`src/rtl/vga_timing_gen.sv`:
```
// Parametrised VGA raster timing generator.
// Free-running horizontal/vertical counters advance on each pix_en pulse.
// Sync, active, coordinates and strobes are all registered from the
// next-state counter values, so they line up exactly with hc/vc.
module vga_timing_gen #(
    parameter int H_ACTIVE = 640,
    parameter int H_FP     = 16,
    parameter int H_SYNC   = 96,
    parameter int H_BP     = 48,
    parameter int V_ACTIVE = 480,
    parameter int V_FP     = 10,
    parameter int V_SYNC   = 2,
    parameter int V_BP     = 29,
    parameter int HS_POL   = 0,
    parameter int VS_POL   = 0,
    parameter int CNT_W    = 10
) (
    input  logic             clk,
    input  logic             rst,
    input  logic             pix_en,
    output logic             hsync,
    output logic             vsync,
    output logic             active,
    output logic [CNT_W-1:0] x,
    output logic [CNT_W-1:0] y,
    output logic [CNT_W-1:0] hc,
    output logic [CNT_W-1:0] vc,
    output logic             line_start,
    output logic             frame_start,
    output logic             vblank_start
);

    // Segment order on each axis: sync, back porch, active, front porch.
    localparam int H_TOTAL = H_SYNC + H_BP + H_ACTIVE + H_FP;
    localparam int V_TOTAL = V_SYNC + V_BP + V_ACTIVE + V_FP;

    localparam logic [CNT_W-1:0] H_LAST    = CNT_W'(H_TOTAL - 1);
    localparam logic [CNT_W-1:0] V_LAST    = CNT_W'(V_TOTAL - 1);
    localparam logic [CNT_W-1:0] H_SYNC_E  = CNT_W'(H_SYNC);
    localparam logic [CNT_W-1:0] V_SYNC_E  = CNT_W'(V_SYNC);
    localparam logic [CNT_W-1:0] H_START   = CNT_W'(H_SYNC + H_BP);
    localparam logic [CNT_W-1:0] V_START   = CNT_W'(V_SYNC + V_BP);
    localparam logic [CNT_W-1:0] H_END     = CNT_W'(H_SYNC + H_BP + H_ACTIVE);
    localparam logic [CNT_W-1:0] V_END     = CNT_W'(V_SYNC + V_BP + V_ACTIVE);
    localparam logic             HS_ON     = (HS_POL != 0);
    localparam logic             VS_ON     = (VS_POL != 0);

    logic [CNT_W-1:0] hc_nxt;
    logic [CNT_W-1:0] vc_nxt;
    logic             h_act_nxt;
    logic             v_act_nxt;
    logic             act_nxt;

    // Next raster position: wrap hc at end of line, step vc on each wrap.
    always_comb begin
        hc_nxt = hc + 1'b1;
        vc_nxt = vc;
        if (hc == H_LAST) begin
            hc_nxt = '0;
            vc_nxt = (vc == V_LAST) ? '0 : vc + 1'b1;
        end
    end

    assign h_act_nxt = (hc_nxt >= H_START) && (hc_nxt < H_END);
    assign v_act_nxt = (vc_nxt >= V_START) && (vc_nxt < V_END);
    assign act_nxt   = h_act_nxt && v_act_nxt;

    // Counters, level outputs and strobes, all decoded from the next position.
    always_ff @(posedge clk or posedge rst) begin
        if (rst) begin
            hc           <= '0;
            vc           <= '0;
            hsync        <= HS_ON;
            vsync        <= VS_ON;
            active       <= 1'b0;
            x            <= '0;
            y            <= '0;
            line_start   <= 1'b0;
            frame_start  <= 1'b0;
            vblank_start <= 1'b0;
        end else begin
            line_start   <= 1'b0;
            frame_start  <= 1'b0;
            vblank_start <= 1'b0;
            if (pix_en) begin
                hc           <= hc_nxt;
                vc           <= vc_nxt;
                hsync        <= (hc_nxt < H_SYNC_E) ? HS_ON : ~HS_ON;
                vsync        <= (vc_nxt < V_SYNC_E) ? VS_ON : ~VS_ON;
                active       <= act_nxt;
                x            <= act_nxt ? (hc_nxt - H_START) : '0;
                y            <= act_nxt ? (vc_nxt - V_START) : '0;
                line_start   <= (hc_nxt == '0);
                frame_start  <= (hc_nxt == '0) && (vc_nxt == '0);
                vblank_start <= (hc_nxt == '0) && (vc_nxt == V_END);
            end
        end
    end

endmodule

```
`config.mk`:
```
export PLATFORM = sky130hd
export DESIGN_NAME = vga_timing_gen
export DESIGN_NICKNAME = d
export VERILOG_FILES = /design/src/rtl/vga_timing_gen.sv
export SDC_FILE = /design/constraint.sdc
export NUM_CORES = 1
export LEC_CHECK = 0
export CORE_MARGIN = 2
export CORE_UTILIZATION = 48
export DETAILED_ROUTE_END_ITERATION = 12
export PLACE_DENSITY = 0.84
export REMOVE_ABC_BUFFERS = 1
export SYNTH_ARGS = -nofsm -noshare
export SYNTH_HDL_FRONTEND = slang
export SYNTH_SLANG_ARGS = --single-unit
```
`constraint.sdc`:
```
create_clock -name clk -period 3.45 [get_ports clk]
set_input_delay 0.5175 -clock clk [delete_from_list [all_inputs] [get_ports clk]]
set_output_delay 0.5175 -clock clk [all_outputs]
set_load 0.01 [all_outputs]
```
; ---- Word-level counts from Yosys, hierarchy flattened
; Index checks and enable logic that the tools add are counted.
[totals]
romBits = 0
in_bits = 3
latch_bits = 0
out_inout_bits = 46
memories = 0
ram_bits = 0
wordCells = 40
regBits = 46
[op_classes]
mul = 0
reduce_logical = 7
n_div = 0
shifts = 0
addsub = 4
n_mux = 10
order_cmp = 6
n_bitwise = 0
eq_ne = 3
[ops]
columns = op, count
row1 = $mux 10, 5
row2 = $add 10x1->10 const B, 2
row3 = $eq 10x10->1 const B, 2
row4 = $logic_not 10->1, 2
row5 = $eq 10x9->1 const B, 1
row6 = $ge 10x5->1 const B, 1
row7 = $ge 10x8->1 const B, 1
row8 = $lt 10x10->1 const B, 1
row9 = $lt 10x2->1 const B, 1
row10 = $lt 10x7->1 const B, 1
row11 = $lt 10x9->1 const B, 1
row12 = $sub 10x5->10 const B, 1
row13 = $sub 10x8->10 const B, 1
row14 = $logic_and 1x1->1, 5
row15 = $mux 1, 5

; ---- Longest topological paths before layout
[logic_depth]
depth_word = 7
mapped_depth = 15
mapped_depth_nobuf = 12

; ---- Worst setup path before layout
; Ideal clock, no wire load.
[synth_path]
kind = reg2reg
from = register hc[1]
to = register y[3]
t_required_ns = 3.310
synth_period_minus_slack_ns = 3.672
setup_time_ns = 0.140
arrival_time_ns = 3.533
path_buffers = 4
path_slack_ns = -0.222
stages_incl_launch_ff = 16
cell_sequence = dfrtp_1 > ha_1 > and4_1 > buf_2 > and3_2 > clkbuf_1 > nand3_1 > a21boi_0 > inv_1 > ha_1 > or4b_1 > buf_2 > or4_4 > nand4_4 > buf_12 > o22ai_2
[synth_between]
elab_chain_len = 6
word_cells_on_any_way = 13
classes_between = add/sub (2) / order compare (4) / eq/ne (1) / mux (3) / reduce/logical (3)
[synth_lines]
columns = item, line_no
row1 = start: declaration, 26  ; output logic [CNT_W-1:0] hc,
row2 = start signal: assignment, 86  ; hc <= hc_nxt;
row3 = $eq 10x10->1 *, 58  ; if (hc == H_LAST) begin
row4 = $mux 10 *, 58
row5 = via vc_nxt[0], 49  ; logic [CNT_W-1:0] vc_nxt;
row6 = $ge 10x5->1 / $lt 10x9->1 (equally long branches), 65  ; assign v_act_nxt = (vc_nxt >= V_START) && (vc_nxt < V_END);
row7 = $logic_and 1x1->1, 65
row8 = $logic_and 1x1->1, 66  ; assign act_nxt = h_act_nxt && v_act_nxt;
row9 = $mux 10 *, 92  ; y <= act_nxt ? (vc_nxt - V_START) : '0;
row10 = end signal: assignment, 92
row11 = end: declaration, 25  ; output logic [CNT_W-1:0] y,
; Mark *: on every way through the listed nets, which the timed path passes. The rest lies on a longest branch.
; A chain may end at the register's enable or synchronous reset.

; ---- Worst setup path after layout
[layout_path]
from = register hc[0]
to = register x[0]
[layout_between]
elab_chain_len = 6
word_cells_on_any_way = 13
classes_between = add/sub (2) / order compare (4) / eq/ne (1) / mux (3) / reduce/logical (3)
[layout_lines]
columns = item, line_no
row1 = $eq 10x10->1 *, 58
row2 = $mux 10 *, 58
row3 = via vc_nxt[0], 49
row4 = $ge 10x5->1 / $lt 10x9->1 (equally long branches), 65
row5 = $logic_and 1x1->1 *, 65
row6 = $logic_and 1x1->1 *, 66
row7 = $mux 10 *, 91  ; x <= act_nxt ? (hc_nxt - H_START) : '0;
row8 = end signal: assignment, 91
row9 = end: declaration, 24  ; output logic [CNT_W-1:0] x,
; Marked as above.

==> qor.txt <==
first-pass GRT wire length: 11.7 mm
Slew Limit Fails: 0
H-tree depth: 2
setup TNS: 0 ns
final worst-path cycle share: 94.6%
share of the synthesized area in the top cell type: 39.9%
Clock Skew: 0.00737 ns
CP top delay family: simple AND/OR/NAND/NOR gates
Fmax: 0.306 GHz
maximum vdd drop: 319 µV
vias in the first global route: 2394
CTS tree: built
post-synth cell types: 55
final std cells w/o fill: 450
Yosys Warn Count: 0
Synth Cell Area: 2880 µm²
Hold WC Path Type: register to register
WHS: 0.525 ns
Detail Route Antenna Nets: 0
WL/cell: 15.8 µm
#FFs+latches synth: 46
Post-synth EDFFs: 0
Area Growth Syn to Fin: 26.8%
WP buf/inv: 3
RSZ-0062 raised after global routing: no
routed wire length: 7.13 mm
initial antenna violation count: 0
cts bufs inserted: 5
Top Ports: 49
reg2reg path depth: 12
number of max-cap violations: 0
Crit. End Element: register
Max-slew headroom: 37.8%
Final Critical Period: 3.26 ns
vias per std cell: 5.60
Final Net Count: 385
Overall Power: 2000 µW
syn avg cell area: 9.07 µm²
crit-path cells: ha_1 > and4_1 > buf_4 > nand3_1 > a21boi_0 > inv_1 > ha_1 > or4b_1 > or4_4 > nand4_4 > buf_12 > o32ai_1
Clock Tree Buf Depth: 2
largest net degree at the start of global routing: 47
Synth area leader: dfrtp_1
Synth top cells by count: dfrtp_1 (46), inv_1 (39), xnor2_1 (26)
reg2reg start: hc[0]$_DFFE_PP0P_
Top FF cell, synth: dfrtp_1
startpoint types: register
clk slew on worst S/H paths: 0.09 ns
count of final hold-check violations: 0
drt drc: 0
Hold EP: active$_DFFE_PP0P_
Synth area leaders: dfrtp_1 (40%), xnor2_1 (7.9%), inv_1 (5.1%)
FFs w/ async S/R, synth: 100%
core footprint: 5850 µm²
Filler cells: 495
Worst Min Path Start: active$_DFFE_PP0P_
Sink Count: 46
max incr delay on CP: 0.57 ns
Initial Util: 49.3%
PortBufs: 48
placed wire-length estimate: 5.00 mm
via count: 2521
n_diodes: 0
CP Max Fanout: 9
number of hold buffers added after CTS: 0
Die Height: 81.5 µm
Die X: 81.5 µm
die area: 6640 µm²
Hold Path Depth: 2
Cell Rows: 28
CP required: 3.63 ns
worst-margin pin slew: 0.932 ns
global placer's final weighted congestion: 0.957
endpoints failing setup: 0
DRT iter0 DRCs: 245
Final Instance Area: 3660 µm²
fraction of layout cells with a size suffix above 1: 14.4%
capturing point of the worst reg2reg path: x[0]$_DFFE_PP0P_
CP most frequent cell: ha_1
DRT Pass-1 Iters: 5
CP max stage cell: or4_4
Power Dens Cells: 546 nW/µm²
Tot GR Track Use: 22.9%
Synth Instances: 318
Placed Cells: 438
top-count cell post-synth: dfrtp_1
Post-DP Area: 3480 µm²
leakage: 0.00151 µW
Root Driver: clkbuf_8
CP arrival: 3.44 ns
R2R setup slack: 0.19 ns
Skew-Pair Late Insertion Delay: 0.31 ns
critical path class: register to register
GRT overflow: 0
Seq/Total Area, Yosys: 39.9%
status: finished, final reports clean
-- final cells by class --
class	instances	area, µm²	area share, %
clock inverters	2	37.5	1.03
multi-input cells	210	1470	40.3
inverters	39	146	4.00
repair buffers	72	681	18.6
clock buffers	6	72.6	1.98
well taps	75	93.8	2.57
flip-flops and latches	46	1150	31.5
-- metal layers --
layer	up-vias	share of wire, %	track usage (%)
met2	98	49	36.6
li1	1221	-	-
met4	0	1.9	8.98
met3	10	6.0	3.63
met1	1192	43	31.3
met5	-	0	0
-- timing repair --
item | in CTS | in global routing
gates resized for setup | 0 | 1
endpoints found under the setup margin | 0 | 11
buffers inserted | 0 | 4
-- cells in the final DEF, fill, tap and decap left out, types with 2 or more instances in the layout --
cell type	synthesis	layout
clkdlybuf4s50_1	0	47
dfrtp_1	46	46
inv_1	39	38
xnor2_1	26	26
buf_4	0	22
nand3_1	19	19
nand2_1	18	18
a21oi_1	17	17
nor2_1	15	15
o21ai_0	11	11
o22ai_1	10	10
nor3_1	9	9
o22ai_2	9	9
nand4_1	8	8
ha_1	8	8
and3_1	7	7
xor2_1	5	5
clkbuf_8	0	5
nor4_1	4	4
a31oi_1	4	4
a211oi_1	4	4
a21boi_0	3	3
and4_1	2	2
or3_1	2	2
buf_12	1	2
-- sequential cells by signal (all words and copies together) (netlist names) --
name / count
line_start: 1
hsync: 1
vsync: 1
vc: 10
vblank_start: 1
frame_start: 1
active: 1
y: 10
hc: 10
x: 10
-- per-stage QoR --
stage,util (%),setup WS (ns)
final,62.5,0.187
after global placement,59.6,0.268
after detailed placement,59.6,0.197
after global routing,62.5,0.0317
after floorplan,-,-0.0245
after CTS,61.4,0.159
-- worst min-delay path: stages (launching register included) --
cell and delay [ns]:
dfrtp_1 0.35, inv_1 0.06, o21ai_2 0.09
-- report_power, final --
group / switching, µW / internal [µW] / total (µW)
sequential: 104 / 595 / 699
combinational: 478 / 412 / 890
clock: 191 / 216 / 408
total: 773 / 1220 / 2000
-- how the worst max path moves through the flow --
| stage | endpoint | from | slack, ns | cells past startpoint |
|---|---|---|---|---|
| 6_report | x[0]$_DFFE_PP0P_ | hc[0]$_DFFE_PP0P_ | 0.19 | 12 |
| 5_1_grt | y[3]$_DFFE_PP0P_ | hc[1]$_DFFE_PP0P_ | 0.03 | 12 |
| 4_1_cts | x[9]$_DFFE_PP0P_ | hc[1]$_DFFE_PP0P_ | 0.16 | 11 |
| 3_5_place_dp | x[0]$_DFFE_PP0P_ | hc[1]$_DFFE_PP0P_ | 0.20 | 12 |
| 3_3_place_gp | x[0]$_DFFE_PP0P_ | vc[8]$_DFFE_PP0P_ | 0.27 | 10 |
| 2_1_floorplan | x[2]$_DFFE_PP0P_ | hc[1]$_DFFE_PP0P_ | -0.02 | 11 |
-- cells by family (layout without fill, tap and decap cells) --
| logic type | after synthesis | count (layout) | share of synthesized area, % |
|---|---|---|---|
| adders and majority gates | 8 | 8 | 3.47 |
| DFF | 46 | 46 | 39.9 |
| buffers and inverters | 62 | 119 | 9.20 |
| muxes | 2 | 2 | 0.738 |
| AOI/OAI and AO/OA | 70 | 70 | 17.2 |
| and+or+nand+nor | 99 | 99 | 20.0 |
| xor gates and xnor gates | 31 | 31 | 9.41 |
Note: power is estimated with default switching activity, not from simulation.
